===== src/rtl/pattern_tx_pkg.sv =====
// Shared types and constants for the pattern_tx serial framer.
package pattern_tx_pkg;

    typedef enum logic [1:0] {
        IDLE = 2'd0,
        PRE  = 2'd1,
        PAY  = 2'd2,
        PAR  = 2'd3
    } state_t;

    localparam logic [3:0]  PREAMBLE = 4'b1001;
    localparam int unsigned PRE_LEN  = 4;

endpackage


===== src/rtl/pattern_tx_shreg.sv =====
// Loadable MSB-first shift register; so always presents the current MSB.
module pattern_tx_shreg
    import pattern_tx_pkg::*;
#(
    parameter int unsigned W = 8
) (
    input  logic         clk,
    input  logic         rst,
    input  logic         load,
    input  logic         shift,
    input  logic [W-1:0] d,
    output logic         so
);

    logic [W-1:0] sr;

    always_ff @(posedge clk or posedge rst) begin
        if (rst) begin
            sr <= '0;
        end else if (load) begin
            sr <= d;
        end else if (shift) begin
            sr <= {sr[W-2:0], 1'b0};
        end
    end

    assign so = sr[W-1];

endmodule


===== src/rtl/pattern_tx.sv =====
// Serial framer: preamble 1001, payload MSB first, optional even parity.
// Define PATTERN_TX_PARITY_EN to append the parity bit (PAR state).
module pattern_tx
    import pattern_tx_pkg::*;
#(
    parameter int unsigned DATA_W = 8
) (
    input  logic              clk,
    input  logic              rst,
    input  logic [DATA_W-1:0] word,
    input  logic              valid,
    output logic              ready,
    output logic              data,
    output logic              busy,
    output logic              done
);

    localparam int unsigned      CNT_W    = $clog2(DATA_W) + 1;
    localparam logic [CNT_W-1:0] PRE_LAST = CNT_W'(PRE_LEN - 1);
    localparam logic [CNT_W-1:0] PAY_LAST = CNT_W'(DATA_W - 1);

    state_t           state;
    logic [CNT_W-1:0] cnt;
    logic             hs_c;
    logic             shift_c;
    logic             so;
    logic [1:0]       pre_idx_c;

    assign hs_c = valid & ready;

    // Advance the shifter whenever the bit just placed on data came from its MSB.
    assign shift_c = ((state == PRE) && (cnt == PRE_LAST)) ||
                     ((state == PAY) && (cnt != PAY_LAST));

    // Preamble bit index for the next cycle (cnt is the bit currently on data).
    assign pre_idx_c = 2'(PRE_LEN - 2) - 2'(cnt);

    pattern_tx_shreg #(
        .W (DATA_W)
    ) u_shreg (
        .clk   (clk),
        .rst   (rst),
        .load  (hs_c),
        .shift (shift_c),
        .d     (word),
        .so    (so)
    );

`ifdef PATTERN_TX_PARITY_EN
    logic par;

    always_ff @(posedge clk or posedge rst) begin
        if (rst) begin
            par <= 1'b0;
        end else if (hs_c) begin
            par <= ^word;
        end
    end
`endif

    always_ff @(posedge clk or posedge rst) begin
        if (rst) begin
            state <= IDLE;
            cnt   <= '0;
            data  <= 1'b0;
            busy  <= 1'b0;
            done  <= 1'b0;
            ready <= 1'b1;
        end else begin
            done <= 1'b0;
            case (state)
                IDLE: begin
                    if (hs_c) begin
                        state <= PRE;
                        cnt   <= '0;
                        data  <= PREAMBLE[PRE_LEN-1];
                        busy  <= 1'b1;
                        ready <= 1'b0;
                    end
                end
                PRE: begin
                    if (cnt == PRE_LAST) begin
                        state <= PAY;
                        cnt   <= '0;
                        data  <= so;
                    end else begin
                        cnt   <= cnt + CNT_W'(1);
                        data  <= PREAMBLE[pre_idx_c];
                    end
                end
                PAY: begin
                    if (cnt == PAY_LAST) begin
`ifdef PATTERN_TX_PARITY_EN
                        state <= PAR;
                        cnt   <= '0;
                        data  <= par;
`else
                        state <= IDLE;
                        cnt   <= '0;
                        data  <= 1'b0;
                        busy  <= 1'b0;
                        done  <= 1'b1;
                        ready <= 1'b1;
`endif
                    end else begin
                        cnt   <= cnt + CNT_W'(1);
                        data  <= so;
                    end
                end
                default: begin
                    // PAR (or an unreachable encoding) closes the frame
                    state <= IDLE;
                    cnt   <= '0;
                    data  <= 1'b0;
                    busy  <= 1'b0;
                    done  <= 1'b1;
                    ready <= 1'b1;
                end
            endcase
        end
    end

endmodule

===== config.mk =====
export PLATFORM = sky130hd
export DESIGN_NAME = pattern_tx
export DESIGN_NICKNAME = d
export VERILOG_FILES = /design/src/rtl/pattern_tx_pkg.sv /design/src/rtl/pattern_tx_shreg.sv /design/src/rtl/pattern_tx.sv
export SDC_FILE = /design/constraint.sdc
export NUM_CORES = 1
export LEC_CHECK = 0
export ABC_AREA = 1
export ABC_CLOCK_PERIOD_IN_PS = 1240
export CAP_MARGIN = 20
export CORE_UTILIZATION = 47
export DETAILED_ROUTE_END_ITERATION = 16
export GPL_TIMING_DRIVEN = 0
export PLACE_DENSITY = 0.79
export SLEW_MARGIN = 40
export SYNTH_ARGS = -nofsm -noshare
export SYNTH_HDL_FRONTEND = slang
export SYNTH_SLANG_ARGS = --single-unit

===== constraint.sdc =====
create_clock -name clk -period 1.24 [get_ports clk]
set_input_delay 0.248 -clock clk [delete_from_list [all_inputs] [get_ports clk]]
set_output_delay 0.248 -clock clk [all_outputs]
set_load 0.01 [all_outputs]

==> metrics.md, run 1 <==
| Metric | Value |
|---|---|
| Post-synthesis net count | 137 |
| HPWL Detailed | 1340 um |
| Critical path data required time | 1.44 ns |
| VDD IR max | 1540 uV |
| WL/cell | 14.5 um |
| Residual DRC | 0 |
| Post-placement setup slack | -0.295 ns |
| CP max stage cell | dfrtp_1 |
| 1st-pass router iterations | 4 |
| WP data arrival | 1.57 ns |
| DR vias | 947 |
| Worst Tran Pin Value | 0.689 ns |
| Post-Syn Area | 1020 sq um |
| F_max | 728 MHz |
| Most common cell after layout, fill and taps aside | nand2_1 |
| # setup viols final | 17 |
| Slew Viols, Final | 0 |
| Crit end category | register |
| Initial antenna violation count | 0 |
| Rel. slew slack | 54.0% |
| Fin Clk Skew | 0.00575 ns |
| Syn Area/Cell | 8.47 sq um |
| Total GRT Usage | 22.6% |
| Sequential Power Share | 26.7% |
| CP startpoint kind | register |
| Clk sinks | 18 |
| Power consumption | 3.68 mW |
| Final worst slack | -0.133 ns |
| CP Buf/Inv Count | 2 |
| Layout cells sized above 1 | 36.8% |
| CTS tree | yes |
| Vias/cell | 5.29 |
| Min cycle time layout | 1.37 ns |
| Final hold violations | 0 |
| Cell variety after synth | 21 |
| CP max FO | 4 |
| Hold_buf cts | 0 |
| Leakage | 0.687 nW |
| Post-synthesis sequential area ratio | 44.1% |
| Hold Path Class | in -> async |
| Switch share | 43.9% |
| CTS buffer count | 3 |
| PwrDens | 2450 nW/um^2 |
| Area grow syn2layout | 46.4% |
| Overflow after GRT | 0 |
| Fin crit share | 111% |
| Hold slack | 0.340 ns |
| H-Tree Level Count | 1 |
| Commonest non-fill, non-tap cells in the layout | 22 x nand2_1, 15 x inv_1, 15 x dfrtp_1, 10 x clkdlybuf4s50_1 |
| Antenna Cells | 0 |
| Final WL | 2590 um |
| Initial drt markers | 16 |
| Critical path class | reg -> reg |
| Clk slew on worst S/H paths | 0.11 ns |
| CTS Buffer Depth | 2 |
| Synth Register Bits | 18 |
| CP max stage delay | 0.44 ns |
| Number of nets in the layout | 169 |
| Site row count | 16 |
| Internal | 2.06 mW |
| Cells after Synth | 121 |
| Clock latency on the worst-skew pair | 0.31 ns |
| Pin count of the biggest net entering global routing | 19 |
| Synth Warn # | 0 |
| Clock share of power | 8.7% |
| Layout fillers | 133 |
| First-pass GRT wire length | 3970 um |
| CP cell instances | buf_6 -> ha_4 -> nand3_4 -> nand3_4 -> buf_6 -> nor2_4 -> a21oi_2 |
| Max-cap check violation count | 0 |
| Die Span X | 48.7 um |
| I/O pins | 15 |
| Clk root buf | clkbuf_4 |
| Die Ht | 48.7 um |
| Post-DRT Antenna Nets | 0 |
| Gpl congestion | 0.811 |
| Starting Density | 51.2% |
| Vias in the first global route | 883 |
| Core box area | 2000 sq um |
| Gate power share | 64.5% |
| IO buf count | 14 |
| Sw power | 1.62 mW |
| CP delay by family, top | flip-flops |
| Status | complete, but fails checks |
| Die area | 2370 sq um |
| Failing checks | setup timing |
| Unrepaired setup endpoints after global routing | true |
-- cell type report --
cell class / count / area, sq um / area share (%)
well taps: 27 / 33.8 / 2.25
plain buffers: 2 / 31.3 / 2.09
clock buffers: 4 / 26.3 / 1.75
multi-input cells: 82 / 606 / 40.4
repair buffers: 27 / 273 / 18.2
inverters: 19 / 76.3 / 5.09
flip-flops and latches: 18 / 454 / 30.3
-- cell usage after synthesis, drive strengths merged --
| cell type | number | share of area [%] |
|---|---|---|
| nand3 | 9 | 6.6 |
| inv | 19 | 7.0 |
| xor2 | 1 | 0.85 |
| a21oi | 10 | 5.3 |
| o21ai | 13 | 8.9 |
| dfstp | 1 | 2.6 |
| nand2 | 32 | 14 |
| o22ai | 1 | 0.61 |
| nor2 | 10 | 3.7 |
| dfrtp | 17 | 42 |
| nand4 | 1 | 0.61 |
| buf | 2 | 2.4 |
| ha | 5 | 6.1 |
-- timing repair --
action,CTS,global route
gates cloned,1,0
pin swaps,4,3
setup endpoints to repair,20,21
gates resized for setup,38,9
setup buffers,9,3
-- layer usage --
layer	GRT usage [%]	vias to the layer above	routed length, um
met3	4.40	8	113
met5	0	-	0
met4	10.8	0	66
met2	37.7	33	1320
met1	27.9	459	1090
li1	-	447	-
-- worst register-to-register path, stage by stage (launching register included) --
cell and delay, ns:
dfrtp_1 0.44, buf_6 0.15, ha_4 0.18, nand3_4 0.09, nand3_4 0.14, buf_6 0.17
nor2_4 0.07, a21oi_2 0.04
-- flip-flops by register name, summed over array words and instances, names as in the netlist --
| register | flops |
|---|---|
| busy | 1 |
| data | 1 |
| state | 2 |
| cnt | 4 |
| u_shreg.sr | 8 |
| done | 1 |
| ready | 1 |
-- power groups by stage --
stage	combinational, mW	clock, mW	sequential (mW)
floorplan	1.17	0	0.998
global placement	1.52	0	0.981
detailed placement	1.56	0	0.991
CTS	2.15	0.325	0.966
global route	2.58	0.356	1.00
finish	2.37	0.321	0.984
-- cells by family after synthesis --
| group | synth area share (%) |
|---|---|
| flip-flops | 44.1 |
| XOR/XNOR | 0.855 |
| AO/OA/AOI/OAI | 14.8 |
| buffers and inverters | 9.40 |
| adder cells (fa/ha/maj) | 6.11 |
| AND/OR/NAND/NOR | 24.8 |
-- worst paths after layout --
check	end	slack [ns]	depth (start not counted)	from
hold reg to reg	ready	0.50	2	ready
setup reg to reg	u_shreg.sr[7]	-0.13	7	state[0]
max in group asynchronous	cnt[0]	0.42	2	rst
setup / recovery	u_shreg.sr[7]	-0.13	7	state[0]
min in group clk	ready	0.50	2	ready
hold / removal	u_shreg.sr[0]	0.34	2	rst
-- per-stage QoR --
stage	instance area, sq um	setup TNS, ns	utilization [%]	cells
after CTS	1450	-0.610	72.4	176
after global placement	1220	-3.72	61.1	162
after global routing	1500	-2.21	74.9	179
final	1500	-1.34	74.9	179
after detailed placement	1220	-3.89	61.1	162
after floorplan	1050	0	-	121
Note: power is estimated with default switching activity, not from simulation.
==> inputs of run 2 (changes only) <==
ABC_CLOCK_PERIOD_IN_PS = 1350   (was 1240)
CORE_UTILIZATION = 50   (was 47)
PLACE_DENSITY = 0.8   (was 0.79)
clock period = 1.35 ns   (was 1.24 ns; I/O delays follow)
==> run 2 against run 1 <==
- the run now ends clean
- fmax rose by 3.4%
- clock skew about the same
- largest cell class unchanged
- critical endpoint is now u_shreg.sr[1]
- register-to-register slack gained 0.16 ns
==> metrics.md, run 2 (synthesized netlist as in run 1, its figures left out) <==
| Metric | Value |
|---|---|
| Status | finished, final reports clean (was complete, but fails checks) |
| H-Tree Level Count | 1 (unchanged) |
| Post-Layout Cell Count | 177 (was 179) |
| Antenna Cells | 0 (unchanged) |
| Rel. slew slack | 56.0% (was 54.0%) |
| Critical path class | reg -> reg (unchanged) |
| CP max FO | 7 (was 4) |
| Worst reg2reg path depth | 7 (unchanged) |
| IO buf count | 14 (unchanged) |
| WP data arrival | 1.52 ns (was 1.57 ns) |
| Max reg flops | 8 (unchanged) |
| Gpl congestion | 0.872 (was 0.811) |
| Overflow after GRT | 0 (unchanged) |
| Slew Viols, Final | 0 (unchanged) |
| Top flop regs | u_shreg.sr (8), cnt (4), state (2) (unchanged) |
| F_max | 753 MHz (was 728 MHz) |
| R2R Path End | u_shreg.sr[1] (was u_shreg.sr[7]) |
| Placed instance count | 162 (unchanged) |
| Core box area | 1940 sq um (was 2000 sq um) |
| Min cycle time layout | 1.33 ns (was 1.37 ns) |
| Area grow syn2layout | 37.1% (was 46.4%) |
| Hold slack | 0.351 ns (was 0.340 ns) |
| Layout cells sized above 1 | 31.3% (was 36.8%) |
| Post-placement setup slack | -0.251 ns (was -0.295 ns) |
| Sw power | 1.25 mW (was 1.62 mW) |
| Number of nets in the layout | 167 (was 169) |
| CP delay by family, top | flip-flops (unchanged) |
| Most common cell after layout, fill and taps aside | nand2_1 (unchanged) |
| Hold Path Class | in -> async (unchanged) |
| R2R setup slack | 0.02 ns (was -0.13 ns) |
| Most flops, register | u_shreg.sr (unchanged) |
| CP startpoint kind | register (unchanged) |
| Vias in the first global route | 722 (was 883) |
| Clk slew on worst S/H paths | 0.11 ns (about the same) |
| CTS tree | yes (unchanged) |
| Post-DP Area | 1200 sq um (was 1220 sq um) |
| Finished Cell Area | 1410 sq um (was 1500 sq um) |
| HPWL Detailed | 1480 um (was 1340 um) |
| Commonest non-fill, non-tap cells in the layout | 27 x nand2_1, 15 x inv_1, 15 x dfrtp_1, 10 x buf_4, 10 x clkdlybuf4s50_1 (was 22 x nand2_1, 15 x inv_1, 15 x dfrtp_1, 10 x clkdlybuf4s50_1) |
| Final hold violations | 0 (unchanged) |
| Critical path data required time | 1.54 ns (was 1.44 ns) |
| Fin Clk Skew | 0.00533 ns (was 0.00575 ns) |
| Clk sinks | 18 (unchanged) |
| CP max stage cell | dfrtp_1 (unchanged) |
| Initial drt markers | 13 (was 16) |
| Total GRT Usage | 20.1% (was 22.6%) |
| Residual DRC | 0 (unchanged) |
| Clock latency on the worst-skew pair | 0.30 ns (was 0.31 ns) |
| Clk root buf | clkbuf_4 (unchanged) |
| Clock share of power | 11.3% (was 8.7%) |
| Pin count of the biggest net entering global routing | 19 (unchanged) |
| 1st-pass router iterations | 4 (unchanged) |
| Gate power share | 58.2% (was 64.5%) |
| Vias/cell | 4.81 (was 5.29) |
| Site row count | 16 (unchanged) |
| Post-DRT Antenna Nets | 0 (unchanged) |
| I/O pins | 15 (unchanged) |
| Initial antenna violation count | 0 (unchanged) |
| VDD IR max | 1220 uV (was 1540 uV) |
| Die area | 2230 sq um (was 2370 sq um) |
| Die Span X | 47.3 um (was 48.7 um) |
| Starting Density | 52.8% (was 51.2%) |
| WL/cell | 12.7 um (was 14.5 um) |
| Sequential Power Share | 30.5% (was 26.7%) |
| Worst r2r src | state[1] (was state[0]) |
| # setup viols final | 0 (was 17) |
| Crit end category | register (unchanged) |
| Final WL | 2250 um (was 2590 um) |
| Leakage | 0.674 nW (was 0.687 nW) |
| Worst Tran Pin Value | 0.660 ns (was 0.689 ns) |
| Fin crit share | 98.3% (was 111%) |
| Switch share | 42.1% (was 43.9%) |
| CP cell instances | buf_6 -> ha_4 -> nand2_4 -> nand3_4 -> buf_12 -> nand2_2 -> o21ai_2 (was buf_6 -> ha_4 -> nand3_4 -> nand3_4 -> buf_6 -> nor2_4 -> a21oi_2) |
| Multi-input logic area | 547 sq um (was 606 sq um) |
| CTS Buffer Depth | 2 (unchanged) |
| DR vias | 852 (was 947) |
| CP Buf/Inv Count | 2 (unchanged) |
| Max-cap check violation count | 0 (unchanged) |
| First-pass GRT wire length | 3010 um (was 3970 um) |
| FF/Latch Area | 454 sq um (unchanged) |
| Internal | 1.72 mW (was 2.06 mW) |
| Die Ht | 47.3 um (was 48.7 um) |
| Layout fillers | 140 (was 133) |
| PwrDens | 2120 nW/um^2 (was 2450 nW/um^2) |
| CP max stage delay | 0.43 ns (was 0.44 ns) |
| CTS buffer count | 3 (unchanged) |
| Final worst slack | 0.0224 ns (was -0.133 ns) |
==> run 2: changes by cell type in the layout (fill, tap and decap cells not counted), sizes merged <==
cell	previous run	this run
clkdlybuf4s15	2	0
buf	16	13
clkbuf	4	5
dlygate4sd2	1	3
==> run 2: final cells by class <==
type	instances	share of cell area [%]
well taps	27	2.40
plain buffers	2	1.96
clock buffers	4	2.58
multi-input cells	82	38.9
repair buffers	25	16.7
inverters	19	5.08
flip-flops and latches	18	32.3
==> run 2: metal layers <==
layer / up-vias / wire length, um / track usage (%)
met4: 0 / 28 / 6.86
li1: 441 / - / -
met2: 13 / 1220 / 34.5
met1: 393 / 946 / 25.3
met3: 5 / 47 / 3.46
met5: - / 0 / 0
==> run 2: metrics by stage <==
| step | total power, mW | utilization, % | TNS (ns) |
|---|---|---|---|
| 4_1_cts | 2.68 | 65.1 | 0 |
| 5_1_grt | 3.22 | 72.4 | -0.0415 |
| 2_1_floorplan | 1.98 | - | 0 |
| 3_3_place_gp | 2.28 | 61.7 | -2.07 |
| 3_5_place_dp | 2.35 | 61.7 | -2.61 |
| 6_report | 2.97 | 72.4 | 0 |
==> run 2: how the worst max path moves through the flow <==
stage / from / to / slack (ns) / cells after the start
4_1_cts: cnt[1] / u_shreg.sr[1] / 0.0009 / 7
2_1_floorplan: cnt[0] / u_shreg.sr[1] / 0.05 / 7
3_5_place_dp: valid / u_shreg.sr[1] / -0.25 / 7
3_3_place_gp: valid / u_shreg.sr[7] / -0.20 / 5
6_report: state[1] / u_shreg.sr[1] / 0.02 / 7
5_1_grt: cnt[1] / u_shreg.sr[1] / -0.02 / 6
==> run 2: power groups by stage <==
| stage | sequential (mW) | clock (mW) | combinational [mW] |
|---|---|---|---|
| 6_report | 0.907 | 0.335 | 1.73 |
| 3_3_place_gp | 0.894 | 0 | 1.38 |
| 3_5_place_dp | 0.906 | 0 | 1.44 |
| 2_1_floorplan | 0.910 | 0 | 1.07 |
| 5_1_grt | 0.930 | 0.360 | 1.93 |
| 4_1_cts | 0.889 | 0.337 | 1.46 |
==> run 2: repair_timing <==
item	CTS	global route
resized for setup	12	15
hold buffers	0	0
cloned	0	1
buffers inserted	2	8
pin swaps	0	2
endpoints found under the setup margin	20	15
